--- config.mk ---
export PLATFORM = sky130hd
export DESIGN_NAME = serial_tx
export DESIGN_NICKNAME = d
export VERILOG_FILES = /design/src/rtl/serial_pkg.sv /design/src/rtl/bit_timer.sv /design/src/rtl/serial_tx.sv
export SDC_FILE = /design/constraint.sdc
export NUM_CORES = 1
export LEC_CHECK = 0
export CAP_MARGIN = 20
export CORE_MARGIN = 4
export CORE_UTILIZATION = 30
export CTS_CLUSTER_DIAMETER = 120
export DETAILED_ROUTE_END_ITERATION = 10
export GPL_TIMING_DRIVEN = 0
export HOLD_SLACK_MARGIN = 0.15
export PLACE_DENSITY = 0.58
export SYNTH_ARGS = -nofsm -noshare
export SYNTH_HDL_FRONTEND = slang
export SYNTH_HIERARCHICAL = 1
export SYNTH_SLANG_ARGS = --single-unit
--- constraint.sdc ---
create_clock -name clk -period 2.4 [get_ports clk]
set_clock_uncertainty 0.2 [all_clocks]
set_input_delay 0.48 -clock clk [delete_from_list [all_inputs] [get_ports clk]]
set_output_delay 0.48 -clock clk [all_outputs]
set_load 0.01 [all_outputs]
--- src/rtl/serial_pkg.sv ---
// serial_pkg
//   Shared definitions for the serial transmitter slice.
//   state_e    : frame sequencer states (IDLE, START, DATA, STOP)
//   IDLE_LEVEL : serial line level outside a frame and during the stop bit
package serial_pkg;

  typedef enum logic [1:0] {
    IDLE  = 2'd0,
    START = 2'd1,
    DATA  = 2'd2,
    STOP  = 2'd3
  } state_e;

  localparam logic IDLE_LEVEL = 1'b1;

endpackage

--- src/rtl/bit_timer.sv ---
// bit_timer
//   Divides the clock into serial bit periods of CLKS_PER_BIT cycles.
//   clk      : rising-edge clock
//   reset    : asynchronous active-low reset, clears the counter
//   clear    : holds the counter at 0 (used while the line is idle)
//   bit_done : high on the last cycle of each bit period
module bit_timer #(
  parameter int unsigned CLKS_PER_BIT = 4
) (
  input  logic clk,
  input  logic reset,
  input  logic clear,
  output logic bit_done
);

  localparam int unsigned CNT_W = (CLKS_PER_BIT > 1) ? $clog2(CLKS_PER_BIT) : 1;
  localparam logic [CNT_W-1:0] LAST = CNT_W'(CLKS_PER_BIT - 1);

  logic [CNT_W-1:0] cnt_q;
  logic [CNT_W-1:0] cnt_d;

  always_comb begin
    bit_done = (cnt_q == LAST);
    cnt_d    = cnt_q + CNT_W'(1);
    // Wrap at the bit boundary so only 0..CLKS_PER_BIT-1 is ever reached.
    if (clear || bit_done) begin
      cnt_d = '0;
    end
  end

  always_ff @(posedge clk or negedge reset) begin
    if (!reset) begin
      cnt_q <= '0;
    end else begin
      cnt_q <= cnt_d;
    end
  end

endmodule

--- src/rtl/serial_tx.sv ---
// serial_tx
//   Parallel-to-serial frame transmitter: start bit (0), DATA_W payload bits
//   LSB first, stop bit (1), each bit held CLKS_PER_BIT clock cycles.
//   clk      : rising-edge clock
//   reset    : asynchronous active-low reset, aborts any frame in progress
//   tx_data  : payload, sampled only on the accepting edge
//   tx_valid : producer request; accepted when tx_ready is high
//   tx_ready : high exactly while idle
//   tx_out   : registered serial line, idle high
//   busy     : frame in progress
module serial_tx
  import serial_pkg::*;
#(
  parameter int unsigned DATA_W       = 8,
  parameter int unsigned CLKS_PER_BIT = 4
) (
  input  logic              clk,
  input  logic              reset,
  input  logic [DATA_W-1:0] tx_data,
  input  logic              tx_valid,
  output logic              tx_ready,
  output logic              tx_out,
  output logic              busy
);

  localparam int unsigned IDX_W = (DATA_W > 1) ? $clog2(DATA_W) : 1;
  localparam logic [IDX_W-1:0] LAST_IDX = IDX_W'(DATA_W - 1);

  state_e            state_q, state_d;
  logic [DATA_W-1:0] shift_q, shift_d;
  logic [IDX_W-1:0]  idx_q, idx_d;
  logic              tx_out_q, tx_out_d;
  logic              bit_done;

  bit_timer #(
    .CLKS_PER_BIT(CLKS_PER_BIT)
  ) u_bit_timer (
    .clk     (clk),
    .reset   (reset),
    .clear   (state_q == IDLE),
    .bit_done(bit_done)
  );

  always_comb begin
    state_d = state_q;
    shift_d = shift_q;
    idx_d   = idx_q;

    case (state_q)
      IDLE: begin
        if (tx_valid) begin
          shift_d = tx_data;
          state_d = START;
        end
      end
      START: begin
        if (bit_done) begin
          idx_d   = '0;
          state_d = DATA;
        end
      end
      DATA: begin
        if (bit_done) begin
          if (idx_q == LAST_IDX) begin
            state_d = STOP;
          end else begin
            idx_d   = idx_q + IDX_W'(1);
            shift_d = shift_q >> 1;
          end
        end
      end
      STOP: begin
        if (bit_done) begin
          state_d = IDLE;
        end
      end
      default: state_d = IDLE;
    endcase

    // Line level is decoded from the next state so the flop presents each
    // bit starting on the same edge the state changes.
    case (state_d)
      START:   tx_out_d = 1'b0;
      DATA:    tx_out_d = shift_d[0];
      default: tx_out_d = IDLE_LEVEL;
    endcase
  end

  always_ff @(posedge clk or negedge reset) begin
    if (!reset) begin
      state_q  <= IDLE;
      shift_q  <= '0;
      idx_q    <= '0;
      tx_out_q <= IDLE_LEVEL;
    end else begin
      state_q  <= state_d;
      shift_q  <= shift_d;
      idx_q    <= idx_d;
      tx_out_q <= tx_out_d;
    end
  end

  assign tx_out   = tx_out_q;
  assign tx_ready = (state_q == IDLE);
  assign busy     = (state_q != IDLE);

endmodule
After elaboration in Yosys (flattened, before gate mapping)
Cells that the tools add are included.
{"block": "totals", "ff_bits": 16, "input_bits": 11, "out_inout_bits": 3, "word_cells": 42}
{"block": "classes", "n_addsub": 2, "n_eq_ne": 11, "n_mux": 16, "n_reduce_logical": 7}
{"cell": "two-way mux 8 bit", "n": 3}
{"cell": "case mux 8 bit (2 select lines)", "n": 1}
{"cell": "two-way mux 2 bit", "n": 6}
{"cell": "two-way mux 3 bit", "n": 3}
{"cell": "== test 2 bit (second input constant)", "n": 4}
{"cell": "!= test 2 bit (second input constant)", "n": 4}
{"cell": "case mux 2 bit (4 select lines)", "n": 1}
{"cell": "AND reduction 4 bit", "n": 2}
{"cell": "case mux 3 bit (2 select lines)", "n": 1}
{"cell": "nonzero test 2 bit", "n": 3}
{"cell": "== test 2 x 1 -> 1 bit (second input constant)", "n": 2}
{"cell": "adder 3 x 1 -> 3 bit (second input constant)", "n": 1}
{"cell": "== test 3 bit (second input constant)", "n": 1}
{"cell": "adder 2 x 1 -> 2 bit (second input constant)", "n": 1}
{"cell": "logical NOT 2 bit", "n": 1}
{"cell": "case mux 1 bit (2 select lines)", "n": 1}
{"cell": "logical OR 1 bit", "n": 1}

Depth between registers and ports, before layout
Gate-level depths: netlist (run 1).
{"block": "depth", "ltp_word": 6, "mapped_depth": 6, "ltp_nobuf": 5}

By module
The synthesis (run 1) kept the hierarchy.
{"mod": "serial_tx", "instances": 1, "cells_per_inst": 70, "area_per_inst_um2": 734.5, "seq_area_each_um2": 351.6}
{"mod": "bit_timer", "instances": 1, "cells_per_inst": 5, "area_per_inst_um2": 85.1, "seq_area_each_um2": 50.0}

Worst setup path before layout (run 1)
Ideal clock, no wire load.
{"block": "synth_path", "path_type": "register to register", "from": "register idx_q[0]", "to": "register shift_q[7]", "t_arrival_ns": 1.413, "required_time_ns": 2.079, "setup_slack_ns": 0.666, "stages_incl_launch_ff": 7, "path_buffers": 1, "period_less_slack_ns": 1.734, "path_cell_list": "dfrtp_1 > ha_1 > ha_1 > and4bb_1 > buf_4 > nor2_1 > a22o_1"}
{"block": "synth_via", "elab_chain_cells": 3}
{"element": "start: declaration", "line": "serial_tx.sv:31", "text": "logic [IDX_W-1:0] idx_q, idx_d;"}
{"element": "start signal: assignment", "line": "serial_tx.sv:98", "text": "idx_q <= idx_d;"}
{"element": "== test 3 bit", "line": "serial_tx.sv:64", "text": "if (idx_q == LAST_IDX) begin"}
{"element": "!= test 2 bit (no line)"}
{"element": "AND reduction 4 bit (no line)"}
{"element": "end signal: assignment", "line": "serial_tx.sv:97", "text": "shift_q <= shift_d;"}
{"element": "end: declaration", "line": "serial_tx.sv:30", "text": "logic [DATA_W-1:0] shift_q, shift_d;"}
Every way passes these cells.
A chain may end at the register's enable or synchronous reset.

Worst setup path in the final report (run 1)
{"block": "layout_path", "from": "register state_q[0]", "to": "output port busy"}
{"block": "layout_via", "elab_chain_cells": 1}
{"element": "start: declaration", "line": "serial_tx.sv:29", "text": "state_e state_q, state_d;"}
{"element": "start signal: assignment", "line": "serial_tx.sv:96", "text": "state_q <= state_d;"}
{"element": "nonzero test 2 bit", "line": "serial_tx.sv:105", "text": "assign busy = (state_q != IDLE);"}
{"element": "end: declaration", "line": "serial_tx.sv:23", "text": "output logic busy"}
Every way passes these cells.

==> metrics, run 1 <==
Peak Freq approximately 430 MHz; CTS Buffer Depth 2; final hold vios 0; Crit. End Element output port; mux share of post-synthesis cell area 1.374%; CTS Root Cell clkbuf_4; fin area between 1000 and 1500 um2; Vias per Instance 5.000; P&R area growth vs syn 26.56%; drc violations 0; dpl cell area between 900 and 1000 um2; Main synth FF type dfrtp_1; total die area between 3000 and 4000 um2; syn avg cell area 10.93 um2; Initial Util 32.20%; Leakage Power ~0.46 nW; DRT Pass-1 Iters 4; crit-path cells buf_2, or2_2, clkdlybuf4s50_1; Crit path largest cell delay 0.48 ns; XOR/XNOR share of the synthesized area 1.069%; CP startpoint kind register; Clock transition at path regs 0.09 ns; distinct cell type count after synthesis 29; vias in the first global route 616; PortBufs 13; Final Util 40.76%; Slowest-stage cell, CP clkdlybuf4s50_1; CP bufs+invs 2; met1 usage in global routing around 15%; initial drt markers 11; Ports 14; Relative slew margins 50.42%; VDD IR-drop max 0.5410 mV; drt total wl 1660 um; P per Cell Area approximately 1200 nW/um2; status finished, final reports clean; die width 60.27 um; Compound-Gate Fraction of Synth Area 18.78%; min Tclk post-route roughly 2.3 ns; TritonCTS clock tree built; nets 109; RSZ-0062 raised after global routing no; Post-DP HPWL about 1200 um; Min-Delay Path Class reg2reg; WL per Instance 13.39 um; setup_tns 0 ns; Worst-Margin Slew 0.7413 ns; post-synthesis cell area 819.5 um2; core box area 2545 um2; Ant. Diodes 0; Worst Path Arrival 1.66 ns; number of synthesized flops with an enable pin 0; pin count of the biggest net entering global routing 17; Slew Limit Fails 0; Synth Instances 75; MaxCap Viol Count 0; H-tree depth 1; initial antenna violation count 0; final setup vio count 0; main combinational cell family by area after synthesis simple AND/OR/NAND/NOR gates; Setup CP Type reg2out; WP data required between 1.5 and 2 ns; Final period util between 90% and 100%; Post-synth ARST share 100.0%; DRT antenna net count 0; GRT Total Usage 10.41%; top cell family by delay on the critical path buffers and inverters; area share of and/or/nand/nor cells after synthesis 21.37%; Site Rows 18; GRT Residual Overflow 0; sequential cell area fraction in the yosys report between 40 and 50%; TritonCTS Buffers 3; global placement routability congestion 0.7307; hold_buf cts 0; # clock sinks 16; Clock Latency Late Sink about 0.29 ns; vias 620; critical path fanouts, max 10; fraction of layout cells with a size suffix above 1 around 20%; adder-cell share of the synthesized area 4.580%; yosys synthesis warning count 6; met3 usage 3.888%; Syn Nets between 80 and 90; #FFs+latches synth 16; r2r setup slk 0.54 ns; chip height 60.27 um; global-route wire length before repair 2842 um; gr busiest metal met2; M2 GR Usage between 10% and 20%
layout by cell type (no fill, tap or decap):
cell	count
clkdlybuf4s50_1	12
ha_1	3
clkbuf_8	1
a22oi_1	6
clkbuf_4	3
and4bb_1	1
a21oi_1	1
clkbuf_2	1
o22ai_1	1
or3b_1	1
nand2_1	8
nor2b_1	2
nor3b_1	1
nand4bb_1	1
xnor2_1	1
a31oi_1	2
buf_4	3
mux2_2	1
o21ai_0	2
dfrtp_1	15
buf_2	3
nor3b_2	2
nand3_1	7
a21bo_2	1
a22o_1	6
nor2_1	1
a22oi_2	1
or2_2	1
inv_1	1
dfstp_2	1
nand2b_1	2
nor3_2	1
dlygate4sd2_1	1
synth_stat cells (2+ instances only):
cell type	count	area, um2
dfrtp_1	15	375.4
nand2_1	8	30.03
nand3_1	7	35.03
a22o_1	6	52.55
a22oi_1	6	45.04
buf_2	3	15.01
ha_1	3	37.54
a31oi_1	2	12.51
nand2b_1	2	12.51
nor2b_1	2	12.51
nor3b_2	2	25.02
o21ai_0	2	10.01
stage by stage:
stage | setup slack, ns | cells | total power [mW] | hold slack (ns)
final | 0.06123 | 124 | 1.218 | 0.2675
after global placement | 0.1315 | 118 | 1.017 | 0.2449
after floorplan | 0.6659 | 75 | 0.8709 | -0.01559
after global routing | 0.003945 | 124 | 1.339 | 0.2841
after detailed placement | 0.1298 | 118 | 1.033 | 0.2543
after CTS | 0.04658 | 124 | 1.238 | 0.2708
power by group:
group          internal, mW  switching, mW  leakage, nW
Sequential            0.407         0.0720        0.190
Clock                0.0925         0.0854       0.0210
Combinational         0.294          0.268        0.252
Total                 0.793          0.426        0.463
registers in the layout, summed over array words and instances (netlist names):
signal and cells:
idx_q 3, shift_q 8, state_q 2, tx_out 1, u_bit_timer/cnt_q 2
worst paths after layout:
path	cells after the start	startpoint	end
hold / removal	1	u_bit_timer/cnt_q[0]	u_bit_timer/cnt_q[0]
hold reg to reg	1	u_bit_timer/cnt_q[0]	u_bit_timer/cnt_q[0]
setup reg to reg	6	idx_q[0]	shift_q[7]
setup / recovery	3	state_q[0]	busy
max in group asynchronous	1	reset	idx_q[0]
min in group asynchronous	1	reset	shift_q[4]
per-layer routing:
layer	vias up	share of wire (%)
met3	0	6.1
met2	14	44
li1	316	-
met1	290	50
met4	0	0
met5	-	0
layout make-up:
cell class                      instances  area [um2]
Clock buffer                            4       36.28
Inverter                                1       3.754
Multi-Input combinational cell         53       386.6
Timing Repair Buffer                   15       143.9
Sequential cell                        16       401.6
Tap cell                               30       37.54
Fill cell                             258        1508
Buffer                                  5       27.53
cell families after synthesis:
family          after synthesis
simple gates                 28
compound gates               20
flops                        16
buf+inv                       6
fa+ha+maj                     3
xor+xnor                      1
mux                           1
what timing repair did:
item                                    4_1_cts  5_1_grt
endpoints found under the setup margin        2        0
gates resized for setup                       1        0
setup buffers                                 2        0
Power figures use the tool's default switching activity.
==> run 2: changes to the inputs <==
--- a/config.mk
+++ b/config.mk
@@ -5,6 +5,7 @@
 export SDC_FILE = /design/constraint.sdc
 export NUM_CORES = 1
 export LEC_CHECK = 0
+export ABC_AREA = 1
 export CAP_MARGIN = 20
 export CORE_MARGIN = 4
 export CORE_UTILIZATION = 30
@@ -12,6 +13,7 @@
 export DETAILED_ROUTE_END_ITERATION = 10
 export GPL_TIMING_DRIVEN = 0
 export HOLD_SLACK_MARGIN = 0.15
+export MAX_ROUTING_LAYER = met4
 export PLACE_DENSITY = 0.58
 export SYNTH_ARGS = -nofsm -noshare
 export SYNTH_HDL_FRONTEND = slang
==> metrics, run 2 <==
Initial Util 32.40% (+0.20 points); die width 60.43 um (+0.27%); Slowest-stage cell, CP clkdlybuf4s50_1; top cells by instance count after synthesis nand2_1, dfrtp_1, nand3_1; setup_tns 0 ns (unchanged); WP data required 1.72 ns (about the same); DRT antenna net count 0 (unchanged); #FFs+latches synth 16 (unchanged); WL per Instance 10.07 um (-25%); GRT Residual Overflow 0 (unchanged); vias in the first global route 608 (-1.3%); H-tree depth 1 (unchanged); initial drt markers 24 (+13); GRT Total Usage 9.660% (-0.75 points); most common cell after layout, fill and taps aside nand2_1; global placement routability congestion 0.7831 (+7.2%); Leakage Power 0.5173 nW (+12%); Syn Nets 111 (+25%); critical path fanouts, max 8 (-2); Clock Latency Late Sink 0.29 ns (about the same); CP startpoint kind register; max reg flops 8 (unchanged); switching part of the total power 38.91% (+4.0 points); Post-CTS Resized 0 (-1); min Tclk post-route 2.175 ns (-0.1634 ns); P per Cell Area 1135 nW/um2 (-3.4%); Hold WS 0.2333 ns (-0.03419 ns); Switch Pwr 449.6 uW (+5.7%); top cell family by delay on the critical path buffers and inverters; Setup CP Type reg2out; top cell type's share of synthesized area 45.52% (-0.28 points); Synth Instances 97 (+29%); RSZ-0062 raised after global routing no; yosys synthesis warning count 6 (unchanged); Crit path largest cell delay 0.56 ns (+0.08 ns); CTS Root Cell clkbuf_4; Post-synth ARST share 100.0% (unchanged); PortBufs 13 (unchanged); status finished, final reports clean; cell with the most instances after synthesis nand2_1; Post-DP HPWL 1122 um (-2.7%); Final period util 90.64% (-6.8 points); P&R area growth vs syn 23.52%; MaxCap Viol Count 0 (unchanged); crit-path cells buf_6, nor2_4, clkdlybuf4s50_1; Site Rows 18 (unchanged); post-synthesis cell area 824.5 um2 (+0.61%); DRT Pass-1 Iters 4 (unchanged); Main synth FF type dfrtp_1; clock power share 13.0% (-1.6 points); global-route wire length before repair 2642 um (-7.0%); most frequent cells in the layout nand2_1, nand3_1, dfrtp_1; Worst-Margin Slew 0.7436 ns (+0.002234 ns); final hold vios 0 (unchanged); fraction of layout cells with a size suffix above 1 14.04% (-6.2 points); area leader, netlist dfrtp_1; Vias per Instance 4.514 (-9.7%); vias 650 (+4.8%); Worst Path Arrival 1.50 ns (-0.16 ns); Sequential Power Share 41.3% (+2.0 points); chip height 60.43 um (+0.27%); Crit. End Element output port; number of synthesized flops with an enable pin 0 (unchanged); nets 129 (+18%); drc violations 0 (unchanged); drt total wl 1450 um (-13%); initial antenna violation count 0 (unchanged); CP bufs+invs 2 (unchanged); syn avg cell area 8.500 um2 (-22%); Slew Limit Fails 0 (unchanged); Int Pwr 706.0 uW (-11%); Top Registers shift_q (8), idx_q (3); fin area 1018 um2 (-1.8%); Combinational Power Share 45.7% (-0.4 points); dpl cell area 992.2 um2 (+0.51%); CTS Buffer Depth 2 (unchanged); core box area 2545 um2 (unchanged); Min-Delay Path Class reg2reg; distinct cell type count after synthesis 18 (-38%); Ant. Diodes 0 (unchanged); Relative slew margins 50.27% (-0.15 points); Ports 14 (unchanged); sequential cell area fraction in the yosys report 48.71% (-0.30 points); # clock sinks 16 (unchanged); pin count of the biggest net entering global routing 17 (unchanged); total die area 3651 um2 (+0.53%); Design Power 1.156 mW (-5.1%); Final Util 40.02% (-0.74 points); Largest Register shift_q; hold_buf cts 0 (unchanged); Peak Freq 459.7 MHz (+7.5%); VDD IR-drop max 0.5453 mV (+0.79%); Clock transition at path regs 0.09 ns (about the same); TritonCTS clock tree built; TritonCTS Buffers 3 (unchanged); Synth area leaders dfrtp_1, nand2_1, nand3_1; final setup vio count 0 (unchanged); Post-CTS Setup Repair Bufs 0 (-2)
## run 2: worst paths after layout
check	slack (ns)	startpoint	cells after the start	to
worst max-delay path	0.22	state_q[0]	3	tx_ready
worst min-delay path	0.23	u_bit_timer/cnt_q[0]	1	u_bit_timer/cnt_q[0]
worst max register to register	0.69	idx_q[0]	8	shift_q[3]
worst min register to register	0.23	u_bit_timer/cnt_q[0]	1	u_bit_timer/cnt_q[0]
max in group asynchronous	1.11	reset	1	u_bit_timer/cnt_q[1]
min in group asynchronous	0.42	reset	1	shift_q[3]
## run 2: per-stage QoR
step | setup WS (ns) | cells
3_3_place_gp | 0.5415 | 140
4_1_cts | 0.2026 | 144
5_1_grt | 0.1443 | 144
2_1_floorplan | 0.8234 | 97
6_report | 0.2246 | 144
3_5_place_dp | 0.5297 | 140
## run 2: power groups by stage
stage / combinational, mW / clock (mW) / sequential [mW]
detailed placement: 0.540 / 0 / 0.484
CTS: 0.542 / 0.158 / 0.479
global placement: 0.528 / 0 / 0.480
global route: 0.626 / 0.171 / 0.492
floorplan: 0.396 / 0 / 0.474
finish: 0.528 / 0.150 / 0.477
## run 2: cell families (layout without fill, tap and decap cells)
kind of cell             after synthesis  count (layout)  share of synthesized area, %
AND/OR/NAND/NOR                       64              64                         38.09
flip-flops                            16              16                         48.71
buffers and inverters                 11              28                         6.829
adder cells (fa/ha/maj)                3               3                         4.553
AO/OA/AOI/OAI                          3               3                         1.820
## run 2: worst register-to-register path, cell delays in order (launching register included)
cell and delay (ns):
dfrtp_1 0.41, ha_1 0.21, ha_1 0.20, nor2_2 0.21, nand2_4 0.11, clkinv_4 0.09
nor2_4 0.05, nand2_1 0.06, nand3_1 0.06
## run 2: layer usage
layer | global-route usage (%) | up-vias | part of all wire (%)
li1 | - | 342 | -
met2 | 15.43 | 16 | 44
met3 | 3.830 | 2 | 7.2
met5 | - | - | 0
met4 | 0.9288 | 0 | 0.41
met1 | 12.04 | 290 | 48
## run 2: final cells by class
cell class	count	area [um2]
buffer	1	11.26
fill	270	1526
clock buffer	4	26.28
timing repair buffer	13	130.1
sequential	16	401.6
tap	30	37.54
inverter	10	45.04
multi-input combinational	70	366.6
==> run 3: changes to the inputs <==
--- a/config.mk
+++ b/config.mk
@@ -5,13 +5,12 @@
 export SDC_FILE = /design/constraint.sdc
 export NUM_CORES = 1
 export LEC_CHECK = 0
-export ABC_AREA = 1
 export CAP_MARGIN = 20
 export CORE_MARGIN = 4
 export CORE_UTILIZATION = 30
 export CTS_CLUSTER_DIAMETER = 120
 export DETAILED_ROUTE_END_ITERATION = 10
-export GPL_TIMING_DRIVEN = 0
+export GPL_TIMING_DRIVEN = 1
 export HOLD_SLACK_MARGIN = 0.15
 export MAX_ROUTING_LAYER = met4
 export PLACE_DENSITY = 0.58
==> metrics, run 3 (synthesis gave the netlist of run 1 again) <==
status finished, final reports clean; Ant. Diodes 0 (unchanged); GRT Residual Overflow 0 (unchanged); Final Util 40.02% (unchanged); critical path fanouts, max 2 (-6); CTS Buffer Depth 2 (unchanged); Initial Util 32.20% (-0.20 points); drc violations 0 (unchanged); Setup CP Type reg2out; PortBufs 13 (unchanged); global-route wire length before repair 3118 um (+18%); max reg flops 8 (unchanged); Post-CTS Setup Repair Bufs 0 (unchanged); Min-Delay Path Class reg2reg; Met3 Wirelength 111 um (+5.7%); final hold vios 0 (unchanged); total die area 3632 um2 (-0.53%); Final period util 89.46% (-1.2 points); r2r setup slk 0.46 ns (-0.23 ns); met2 wire length 722 um (+12%); fillcell total 253 (-6.3%); FF-to-FF Start idx_q[0]; pin count of the biggest net entering global routing 17 (unchanged); Peak Freq 465.8 MHz (+1.3%); Hold Crit Endpoint u_bit_timer/cnt_q[0]; RSZ-0062 raised after global routing no; vias in the first global route 700 (+15%); CTS Root Cell clkbuf_4; highest routing layer actually used met4; min-delay src u_bit_timer/cnt_q[0]; Vias per Instance 5.099 (+13%); Largest Register shift_q; TritonCTS Buffers 3 (unchanged); most frequent cells in the layout dfrtp_1, clkdlybuf4s50_1, nand2_1; min Tclk post-route 2.147 ns (-0.02840 ns); setup_tns 0 ns (unchanged); fin cells 121 (-16%); TritonCTS clock tree built; Clock transition at path regs 0.10 ns (about the same); H-tree depth 1 (unchanged); DRT Pass-1 Iters 4 (unchanged); WL per Instance 13.75 um (+37%); Sequential Power Share 40.3% (-1.0 points); WP data required 1.72 ns (about the same); Switch Pwr 426.6 uW (-5.1%); hold_buf cts 0 (unchanged); Relative slew margins 73.51% (+23 points); most common cell after layout, fill and taps aside dfrtp_1; Worst-Margin Slew 0.3931 ns (-0.3504 ns); reg-to-reg endpoint shift_q[7]; WL met1 821 um (+18%); placed cells 117 (-16%); clock power share 12.6% (-0.4 points); P&R area growth vs syn 24.28%; die width 60.27 um (-0.26%); global placement routability congestion 0.7649 (-2.3%); Clock Latency Late Sink 0.29 ns (about the same); CP startpoint kind register; GRT Total Usage 11.68% (+2.0 points); Ports 14 (unchanged); DRT antenna net count 0 (unchanged); Int Pwr 762.0 uW (+7.9%); Site Rows 18 (unchanged); cells on worst reg2reg path 5 (-3); Combinational Power Share 47.1% (+1.4 points); Top Registers shift_q (8), idx_q (3); P per Cell Area 1167 nW/um2 (+2.9%); MaxCap Viol Count 0 (unchanged); initial antenna violation count 0 (unchanged); Leakage Power 0.4585 nW (-11%); VDD IR-drop max 0.7149 mV (+31%); switching part of the total power 35.89% (-3.0 points); # clock sinks 16 (unchanged); core box area 2545 um2 (unchanged); Worst Path Arrival 1.47 ns (-0.03 ns); drt total wl 1664 um (+15%); vias 617 (-5.1%); Hold Crit Depth 1 (unchanged); final setup vio count 0 (unchanged); fraction of layout cells with a size suffix above 1 16.48% (+2.4 points); Crit. End Element output port; initial drt markers 43 (+79%); Hold WS 0.2585 ns (+0.02518 ns); Post-DP HPWL 1168 um (+4.1%); Slew Limit Fails 0 (unchanged); chip height 60.27 um (-0.26%); nets 106 (-18%)
-- run 3: per-stage QoR --
stage	instance area (um2)	power (mW)	setup slack (ns)
finish	1018	1.189	0.2530
global route	1018	1.313	0.1734
CTS	1016	1.210	0.05143
detailed placement	989.7	1.050	0.4012
global placement	989.7	1.031	0.3780
floorplan	819.5	0.8709	0.6659
-- run 3: layer usage --
metal / track usage (%) / up-vias
met2: 17.75 / 16
met1: 14.64 / 289
met5: - / -
li1: - / 310
met4: 3.165 / 0
met3: 4.104 / 2
-- run 3: area by class of cell --
cell class / instances / area, um2 / area share (%)
tap: 30 / 37.54 / 3.685
inverter: 1 / 3.754 / 0.3685
timing repair buffer: 17 / 162.7 / 15.97
multi-input combinational: 53 / 386.6 / 37.96
clock buffer: 4 / 26.28 / 2.580
sequential: 16 / 401.6 / 39.43
-- run 3: worst max path at each step --
stage / from / endpoint / slack [ns]
2_1_floorplan: idx_q[0] / shift_q[7] / 0.67
3_3_place_gp: state_q[0] / tx_ready / 0.38
3_5_place_dp: tx_valid / shift_q[0] / 0.40
4_1_cts: state_q[0] / tx_ready / 0.05
5_1_grt: state_q[0] / busy / 0.17
6_report: state_q[0] / busy / 0.25
-- run 3: repair_timing --
item | 4_1_cts | 5_1_grt
endpoints found under the setup margin | 0 | 1
gates resized for setup | 0 | 1
endpoints found under the hold margin | 0 | 0
-- run 3: critical path, stage by stage, from the launching register on --
cell	delay, ns
dfrtp_1	0.39
or2_2	0.31
clkdlybuf4s50_1	0.48
-- run 3: power by group through the flow --
| stage | Sequential (mW) | Clock (mW) | Combinational, mW |
|---|---|---|---|
| global route | 0.496 | 0.172 | 0.645 |
| global placement | 0.481 | 0 | 0.550 |
| CTS | 0.480 | 0.158 | 0.572 |
| finish | 0.479 | 0.150 | 0.560 |
| floorplan | 0.481 | 0 | 0.390 |
| detailed placement | 0.486 | 0 | 0.564 |
